$ cat config.mk
export PLATFORM = sky130hd
export DESIGN_NAME = mod_updown_counter_flat
export DESIGN_NICKNAME = d
export VERILOG_FILES = /design/src/rtl/counter_pkg.sv /design/src/rtl/mod_updown_counter_if.sv /design/src/rtl/tick_prescaler.sv /design/src/rtl/mod_updown_counter.sv /design/src/flat_wrapper.sv
export SDC_FILE = /design/constraint.sdc
export NUM_CORES = 1
export LEC_CHECK = 0
export ABC_AREA = 1
export CORE_ASPECT_RATIO = 1.2
export CORE_MARGIN = 10
export CORE_UTILIZATION = 39
export CTS_CLUSTER_SIZE = 10
export DETAILED_ROUTE_END_ITERATION = 8
export SYNTH_ARGS = -nofsm -noshare
export SYNTH_HDL_FRONTEND = slang
export SYNTH_HIERARCHICAL = 1
export SYNTH_SLANG_ARGS = --single-unit
$ cat constraint.sdc
create_clock -name clk -period 4.4 [get_ports clk]
set_clock_uncertainty 0.2 [all_clocks]
set_input_delay 0.66 -clock clk [delete_from_list [all_inputs] [get_ports clk]]
set_output_delay 0.66 -clock clk [all_outputs]
set_load 0.01 [all_outputs]
$ cat src/rtl/counter_pkg.sv
// counter_pkg
//   Shared constants for the modular up/down counter slice.
//   - DEF_WIDTH / DEF_PRESCALE_W : default parameter values
//   - DIR_UP / DIR_DOWN          : encoding of the 'up' input
//   - MODE_WRAP / MODE_SAT       : encoding of the 'sat_mode' input
package counter_pkg;

  localparam int DEF_WIDTH      = 8;
  localparam int DEF_PRESCALE_W = 8;

  localparam logic DIR_UP    = 1'b1;
  localparam logic DIR_DOWN  = 1'b0;

  localparam logic MODE_WRAP = 1'b0;
  localparam logic MODE_SAT  = 1'b1;

endpackage : counter_pkg

$ cat src/rtl/mod_updown_counter_if.sv
// mod_updown_counter_if
//   Control/status bundle of the up/down counter.
//   Controls : en, up, load, load_val, mod_max, sat_mode, presc_div, clr_flag
//   Status   : count, tc, ovf
//   Modports : master drives controls and observes status,
//              slave (the counter) consumes controls and drives status.
interface mod_updown_counter_if
  import counter_pkg::*;
#(
  parameter int WIDTH      = DEF_WIDTH,
  parameter int PRESCALE_W = DEF_PRESCALE_W
);

  logic                  en;
  logic                  up;
  logic                  load;
  logic [WIDTH-1:0]      load_val;
  logic [WIDTH-1:0]      mod_max;
  logic                  sat_mode;
  logic [PRESCALE_W-1:0] presc_div;
  logic                  clr_flag;
  logic [WIDTH-1:0]      count;
  logic                  tc;
  logic                  ovf;

  modport master (
    output en, up, load, load_val, mod_max, sat_mode, presc_div, clr_flag,
    input  count, tc, ovf
  );

  modport slave (
    input  en, up, load, load_val, mod_max, sat_mode, presc_div, clr_flag,
    output count, tc, ovf
  );

endinterface : mod_updown_counter_if

$ cat src/rtl/tick_prescaler.sv
// tick_prescaler
//   Divides enabled cycles into ticks: one tick every div+1 enabled cycles.
//   Ports:
//     clk   : clock
//     rst_n : synchronous reset, active-high
//     en    : advance enable; prescaler holds while low
//     clr   : restart the prescaler from 0 (no tick allowed upstream)
//     div   : terminal value of the prescaler
//     tick  : combinational, high when enabled and the prescaler is at div
module tick_prescaler
  import counter_pkg::*;
#(
  parameter int PRESCALE_W = DEF_PRESCALE_W
)
(
  input  logic                  clk,
  input  logic                  rst_n,
  input  logic                  en,
  input  logic                  clr,
  input  logic [PRESCALE_W-1:0] div,
  output logic                  tick
);

  logic [PRESCALE_W-1:0] p_reg;
  logic [PRESCALE_W-1:0] p_next;

  // Compared with equality, so a div lowered below p_reg lets p run through
  // the full range before matching again.
  assign tick = en && (p_reg == div);

  always_comb begin
    p_next = p_reg;
    if (clr) begin
      p_next = '0;
    end else if (en) begin
      p_next = tick ? '0 : p_reg + PRESCALE_W'(1);
    end
  end

  always_ff @(posedge clk) begin
    if (rst_n) begin
      p_reg <= '0;
    end else begin
      p_reg <= p_next;
    end
  end

endmodule : tick_prescaler

$ cat src/rtl/mod_updown_counter.sv
// mod_updown_counter
//   Up/down counter over 0..mod_max with prescaler, parallel load (clamped
//   to mod_max), wrap/saturate boundary handling, a one-cycle terminal-count
//   pulse and a sticky boundary flag.
//   Ports:
//     clk   : clock
//     rst_n : synchronous reset, active-high (asserted = 1)
//     bus   : slave side of mod_updown_counter_if (controls in, status out)
//   All status outputs come straight from flops.
module mod_updown_counter
  import counter_pkg::*;
#(
  parameter int WIDTH      = DEF_WIDTH,
  parameter int PRESCALE_W = DEF_PRESCALE_W
)
(
  input  logic                 clk,
  input  logic                 rst_n,
  mod_updown_counter_if.slave  bus
);

  logic             tick;
  logic [WIDTH-1:0] count_reg, count_next;
  logic             tc_reg, tc_next;
  logic             ovf_reg, ovf_next;
  logic [WIDTH-1:0] load_clamped;
  logic             boundary;

  // Load restarts the prescaler; its tick output is ignored during a load.
  tick_prescaler #(
    .PRESCALE_W (PRESCALE_W)
  ) u_prescaler (
    .clk   (clk),
    .rst_n (rst_n),
    .en    (bus.en),
    .clr   (bus.load),
    .div   (bus.presc_div),
    .tick  (tick)
  );

  always_comb begin
    load_clamped = (bus.load_val > bus.mod_max) ? bus.mod_max : bus.load_val;
    boundary     = 1'b0;
    count_next   = count_reg;

    if (bus.load) begin
      count_next = load_clamped;
    end else if (tick) begin
      if (bus.up == DIR_UP) begin
        // >= rather than == so a count stranded above a shrunken mod_max
        // is treated as sitting on the top boundary.
        if (count_reg >= bus.mod_max) begin
          boundary   = 1'b1;
          count_next = (bus.sat_mode == MODE_SAT) ? bus.mod_max : '0;
        end else begin
          count_next = count_reg + WIDTH'(1);
        end
      end else begin
        if (count_reg == '0) begin
          boundary   = 1'b1;
          count_next = (bus.sat_mode == MODE_SAT) ? '0 : bus.mod_max;
        end else if (count_reg > bus.mod_max) begin
          // Re-enter the legal range instead of stepping down from outside it.
          count_next = bus.mod_max;
        end else begin
          count_next = count_reg - WIDTH'(1);
        end
      end
    end

    tc_next  = boundary;
    // A boundary event in the same cycle beats the clear request.
    ovf_next = boundary | (ovf_reg & ~bus.clr_flag);
  end

  always_ff @(posedge clk) begin
    if (rst_n) begin
      count_reg <= '0;
      tc_reg    <= 1'b0;
      ovf_reg   <= 1'b0;
    end else begin
      count_reg <= count_next;
      tc_reg    <= tc_next;
      ovf_reg   <= ovf_next;
    end
  end

  assign bus.count = count_reg;
  assign bus.tc    = tc_reg;
  assign bus.ovf   = ovf_reg;

endmodule : mod_updown_counter
$ cat src/flat_wrapper.sv
// flat-port wrapper written by rule: the top's interface ports become plain ports
module mod_updown_counter_flat import counter_pkg::*;
#(
  parameter int WIDTH      = DEF_WIDTH,
  parameter int PRESCALE_W = DEF_PRESCALE_W
)
  (clk, rst_n, bus_en, bus_up, bus_load, bus_load_val, bus_mod_max, bus_sat_mode, bus_presc_div, bus_clr_flag, bus_count, bus_tc, bus_ovf);
  mod_updown_counter_if #(.WIDTH(WIDTH), .PRESCALE_W(PRESCALE_W)) bus_i ();
  input  logic clk;
  input  logic rst_n;
  input wire logic [$bits(bus_i.en)-1:0] bus_en;
  input wire logic [$bits(bus_i.up)-1:0] bus_up;
  input wire logic [$bits(bus_i.load)-1:0] bus_load;
  input wire logic [$bits(bus_i.load_val)-1:0] bus_load_val;
  input wire logic [$bits(bus_i.mod_max)-1:0] bus_mod_max;
  input wire logic [$bits(bus_i.sat_mode)-1:0] bus_sat_mode;
  input wire logic [$bits(bus_i.presc_div)-1:0] bus_presc_div;
  input wire logic [$bits(bus_i.clr_flag)-1:0] bus_clr_flag;
  output wire logic [$bits(bus_i.count)-1:0] bus_count;
  output wire logic [$bits(bus_i.tc)-1:0] bus_tc;
  output wire logic [$bits(bus_i.ovf)-1:0] bus_ovf;
  assign bus_i.en = bus_en;
  assign bus_i.up = bus_up;
  assign bus_i.load = bus_load;
  assign bus_i.load_val = bus_load_val;
  assign bus_i.mod_max = bus_mod_max;
  assign bus_i.sat_mode = bus_sat_mode;
  assign bus_i.presc_div = bus_presc_div;
  assign bus_i.clr_flag = bus_clr_flag;
  assign bus_count = bus_i.count;
  assign bus_tc = bus_i.tc;
  assign bus_ovf = bus_i.ovf;
  mod_updown_counter #(.WIDTH(WIDTH), .PRESCALE_W(PRESCALE_W)) u_core (.clk(clk), .rst_n(rst_n), .bus(bus_i));
endmodule
==> impl_metrics.tcl <==
set metrics [dict create \
    cp_slowest_stage_delay_ns 0.52 \
    layout_min_cycle_time_ns 2.777 \
    grt_overflow 0 \
    syn_avg_cell_area_sq_um 6.340 \
    grt_pass1_vias 2315 \
    setup_viol 0 \
    sw_frac_of_total 0.3840 \
    core_sq_um 5630 \
    critPathRequiredTime_ns 4.40 \
    arrival_ns 2.77 \
    drtIter0Drc 112 \
    syn_nets 407 \
    multiInputGateArea_sq_um 1638 \
    dpl.hpwl_um 5394 \
    slew_viol_final 0 \
    layout-drive-gt1-share 0.1094 \
    outcome "finished clean" \
    vias 2384 \
    track_usage 0.1426 \
    drt_pass1_iterations 4 \
    cts_tree "built" \
    power_leakage_nw 1.272 \
    worst_pin_slew_ns 0.5735 \
    ant_nets 0 \
    syn_to_final_growth_pct 21.56 \
    n_fill_cell 606 \
    final_common_cell "nand2_1" \
    numPortBuffers 40 \
    p_clk_frac 0.235 \
    grt_first_pass_wirelength_um 10550 \
    antenna_cells 0 \
    cts-root-buf "clkbuf_8" \
    postCtsResizedCells 0 \
    synthArstFlopShare 0 \
    cts_setup_buffers 0 \
    num_rows 30 \
    cts.path.max_buffers 2 \
    clock.fmax_ghz 0.3602 \
    p_seq_frac 0.317 \
    ys_seq_area_frac 0.1596 \
    comb_power_share 0.448 \
    startpoint "bus_mod_max[7]" \
    cts_num_sinks 18 \
    dominantRegCellSynth "dfxtp_1" \
    powerDensity_nw_per_um2 214.5 \
    post_drt_wl_per_cell_um 13.93 \
    worst-setup-path-type "in2reg" \
    min_period_over_period 0.6310 \
    crit_chain "clkdlybuf4s50_1, inv_1, ha_1, a21o_1, nor2_4, nand3_4, inv_1, nand2_1, nand2_1, nand2_1, nand2_1, nand2_1, a21oi_2" \
    via_per_inst 5.217 \
    drc_errors 0 \
    place.gp.congestion 0.9553 \
    ioPinCount 41 \
    postCtsHoldBufs 0 \
    cp-end-kind "register" \
    synth-seq-cells 18 \
    finalHoldViolCount 0 \
    grt_max_degree 17 \
    min_path_type "reg2reg" \
    maxSlewHeadroom 0.6141 \
    power_mw 0.5885 \
    seqCellArea_sq_um 360.3 \
    p_int_mw 0.3625 \
    crit_fanout 14 \
    hp-start "u_core/bus.ovf" \
    slowest_stage "clkdlybuf4s50_1" \
    start_util 0.4009 \
    cts_buffers 3 \
    rsz0062_at_grt "false" \
    die_w_um 89.45 \
    cts_max_level 1 \
    die-area_sq_um 9243 \
    max-cap-violations 0 \
    final_cell_mix "nand2_1, inv_1, clkdlybuf4s50_1, nand3_1, a21oi_1" \
    clkLatencyLatePin_ns 0.26 \
    setup.worst_path.start_class "input port" \
    switchingPower_mw 0.2260 \
    antenna_found_initial 0 \
    stdcell_count 457 \
    dp_cells 453 \
    nNetsFinal 445 \
    cp_common_cell "nand2_1" \
    syn_area_sq_um 2257 \
    synth_cell_type_count 38 \
    tns_ns 0 \
    yosysWarnings 6 \
    netlist_instances 356 \
    die_h_um 103.3 \
    routed_wl_um 6366 \
    path_clk_slew_ns 0.07 \
    r2r_start "u_core/u_prescaler/p_reg[0]" \
    synth_edf_count 0 \
    peakVddDrop_mv 0.1111 \
]
==> cell usage after synthesis, types with 2 or more instances <==
cell type  instances  area share
nand2_1           87        0.14
inv_1             51       0.085
nand3_1           30       0.067
a21oi_1           22       0.049
ha_1              20        0.11
o21ai_0           20       0.044
dfxtp_1           18        0.16
nor2_1            18       0.030
xor2_1            10       0.039
nand2_2            9       0.025
nand4_1            9       0.025
o21ai_1            6       0.013
nand3_2            5       0.022
nor2_2             5       0.014
a21oi_2            4       0.016
inv_2              4      0.0066
nor2_4             4       0.020
o211ai_2           4       0.022
buf_2              3      0.0066
buf_4              3       0.010
nor3_1             3      0.0066
xnor2_1            3       0.012
nand3b_1           2      0.0066
o211ai_1           2      0.0066
==> area by class of cell <==
type	instances	area share
Clock buffer	4	0.02006
Timing Repair Buffer	40	0.1459
Sequential cell	18	0.1313
Inverter	56	0.07661
Multi-Input combinational cell	275	0.5969
Tap cell	64	0.02918
==> cell families after synthesis <==
logic type / count (synthesis) / share of synthesized area
xor+xnor: 13 / 0.05044
fa+ha+maj: 20 / 0.1109
compound gates: 62 / 0.1635
buf+inv: 63 / 0.1147
flops: 18 / 0.1596
simple gates: 180 / 0.4008
==> power groups by stage <==
stage | combinational (mW) | clock (mW) | sequential [mW]
detailed placement | 0.262 | 0 | 0.191
finish | 0.264 | 0.138 | 0.187
CTS | 0.264 | 0.142 | 0.187
global route | 0.297 | 0.150 | 0.188
global placement | 0.262 | 0 | 0.191
floorplan | 0.186 | 0 | 0.186
==> final timing paths <==
kind | end | depth (start not counted) | slack (ns)
setup / recovery | u_core/bus.count[1] | 13 | 1.62
hold / removal | u_core/bus.ovf | 2 | 0.26
setup reg to reg | u_core/bus.count[0] | 9 | 2.11
hold reg to reg | u_core/bus.ovf | 2 | 0.26
==> metal layers <==
layer / GRT usage / vias up / share of wire
li1: - / 1237 / -
met4: 0.06250 / 0 / 0.033
met5: 0 / - / 0
met3: 0.02038 / 17 / 0.035
met2: 0.2664 / 54 / 0.51
met1: 0.1536 / 1076 / 0.42
==> worst max-delay path: cells and delay by family <==
kind | cells | cell delay (ns)
adders and majority gates | 1 | 0.34
AOI/OAI and AO/OA | 2 | 0.33
buffers and inverters | 3 | 0.79
and+or+nand+nor | 7 | 0.65
==> through the flow <==
| step | instance area, sq um | worst slack (ns) | hold WS [ns] | utilization |
|---|---|---|---|---|
| after floorplan | 2257 | 2.169 | 0.2671 | - |
| after global placement | 2689 | 1.375 | 0.2536 | 0.4776 |
| after detailed placement | 2689 | 1.384 | 0.2559 | 0.4776 |
| after CTS | 2744 | 1.635 | 0.2677 | 0.4873 |
| after global routing | 2744 | 1.431 | 0.2860 | 0.4873 |
| final | 2744 | 1.623 | 0.2636 | 0.4873 |
Power figures use the tool's default switching activity.
==> edit (config.mk and constraints unchanged) <==
`DEF_PRESCALE_W`: 8 -> 6.
--- a/src/rtl/counter_pkg.sv
+++ b/src/rtl/counter_pkg.sv
@@ -6,7 +6,7 @@
 package counter_pkg;
 
   localparam int DEF_WIDTH      = 8;
-  localparam int DEF_PRESCALE_W = 8;
+  localparam int DEF_PRESCALE_W = 6;
 
   localparam logic DIR_UP    = 1'b1;
   localparam logic DIR_DOWN  = 1'b0;
Interface: changed (resized bus_presc_div); port bits go from 41 to 39. The function was not compared with the original's and may differ.
==> edit against the original RTL <==
Area after synthesis shrank 9.6%; setup slack gained 0.0054 ns; die area down 7.7%; first-iteration DRC count is 0.89% higher; global-route usage shrank 1.2 points; final area fell by 8.8%; sequential cell count fell by 2; total power is 4.4% lower; wire length is 10% lower; synthesized cell count fell by 11%; critical endpoint unchanged.
==> edit: results (changes against the original RTL) <==
Parameter                              Value

Outcome
  Outcome    complete, no violations (unchanged)

Layout
  Fraction of layout cells with a size suffix above 1    10.8% (was 10.9%)
  Count of filler cells inserted in the layout    533 (was 606)
  FF/Latch Area    320 um^2 (was 360 um^2)
  Proportion of cell area spent on the clock network    2.20% (was 2.01%)
  Layout non-clock buf frac    15.2% (was 14.6%)
  Finished Layout Cells    411 (was 457)
  Inverters, non-clock    52 (was 56)
  Number of buffers other than clock buffers in the final layout    38 (was 40)
  Multi-input combinational cell count    241 (was 275)

Timing
  Worst hold slack    0.269 ns (was 0.264 ns)
  Relative max-transition margin    56.6% (was 61.4%)

Synthesis
  Post-Synthesis Net Count    365 (was 407)
  Leading post-synthesis cells by instance count    74 x nand2_1, 49 x inv_1, 27 x nand3_1 (was 87 x nand2_1, 51 x inv_1, 30 x nand3_1)
  Top post-synthesis cells by area    dfxtp_1 16%, nand2_1 14%, ha_1 12% (was dfxtp_1 16%, nand2_1 14%, ha_1 11%)
  Synth Instances    316 (was 356)
  Yosys reg bits    16 (was 18)
  Proportion of netlist area held by the largest area contributor    15.7% (was 16.0%)
  Portion of the post-synthesis area used by sequential elements    15.7% (was 16.0%)

Drt
  Number of DRC markers after the initial detailed-route iteration    113 (was 112)
  Detail Route met2 WL    2660 um (was 3270 um)
  Detail-routed net length per standard cell    13.9 um (about the same)
  DR WL met3    222 um (was 224 um)
  Met1 layer wirelength in the final routing    2660 um (about the same)
  Vias/cell    5.16 (was 5.22)

Placed design
  Dpl hpwl    4660 um (was 5390 um)
  Placer congestion estimate    0.875 (was 0.955)
  Placed Instances    407 (was 453)
  Area after detailed placement    2450 um^2 (was 2690 um^2)

Power
  Static power due to leakage    0.00119 uW (was 0.00127 uW)

GRT
  GR Util met1    15.5% (was 15.4%)
  Global Route Usage Sum    13.0% (was 14.3%)

Critical path
  Origin of the critical flop-to-flop path    u_core/bus.count[2]$_SDFFE_PP0P_ (was u_core/u_prescaler/p_reg[0]$_SDFFE_PP0P_)
  Worst reg2reg endpoint    u_core/bus.count[1]$_SDFFE_PP0P_ (was u_core/bus.count[0]$_SDFFE_PP0P_)
-- edit: worst max path at each step --
| stage | from | end | slack [ns] |
|---|---|---|---|
| 2_1_floorplan | bus_mod_max[7] | u_core/bus.count[0]$_SDFFE_PP0P_ | 2.17 |
| 6_report | bus_mod_max[7] | u_core/bus.count[1]$_SDFFE_PP0P_ | 1.63 |
| 4_1_cts | bus_mod_max[7] | u_core/bus.count[1]$_SDFFE_PP0P_ | 1.66 |
| 3_3_place_gp | bus_mod_max[5] | u_core/bus.count[1]$_SDFFE_PP0P_ | 1.41 |
| 3_5_place_dp | bus_mod_max[7] | u_core/bus.count[1]$_SDFFE_PP0P_ | 1.40 |
| 5_1_grt | bus_mod_max[7] | u_core/bus.count[5]$_SDFFE_PP0P_ | 1.50 |
-- edit: kinds of logic (layout without fill, tap and decap cells) --
kind of cell               count (synthesis)  in the layout  share of synthesized area (%)
adders and majority gates                 20             20                           12.3
AOI/OAI and AO/OA                         54             54                           16.0
xor gates and xnor gates                  14             14                           6.01
buffers and inverters                     59             94                           12.0
and+or+nand+nor                          153            153                           38.1
DFF                                       16             16                           15.7
-- edit: metrics by stage --
stage	worst slack, ns	util (%)
after CTS	1.66	49.9
after global routing	1.50	49.9
after global placement	1.41	48.8
final	1.63	49.9
after floorplan	2.17	-
after detailed placement	1.40	48.8
-- edit: worst max-delay path: stages --
cell,delay (ns)
clkdlybuf4s50_1,0.51
inv_1,0.10
ha_1,0.32
a21o_1,0.21
nor2_4,0.14
nand3_4,0.20
inv_1,0.17
nand2_1,0.07
nand2_1,0.06
nand2_1,0.05
nand2_1,0.08
nand2_1,0.06
a21oi_2,0.11
-- edit: report_power, final --
group          total (uW)  leakage (uW)  switching (uW)  internal [uW]
Clock                 137     0.0000288            57.0           79.6
Combinational         257       0.00103             148            109
Sequential            169      0.000131            16.8            152
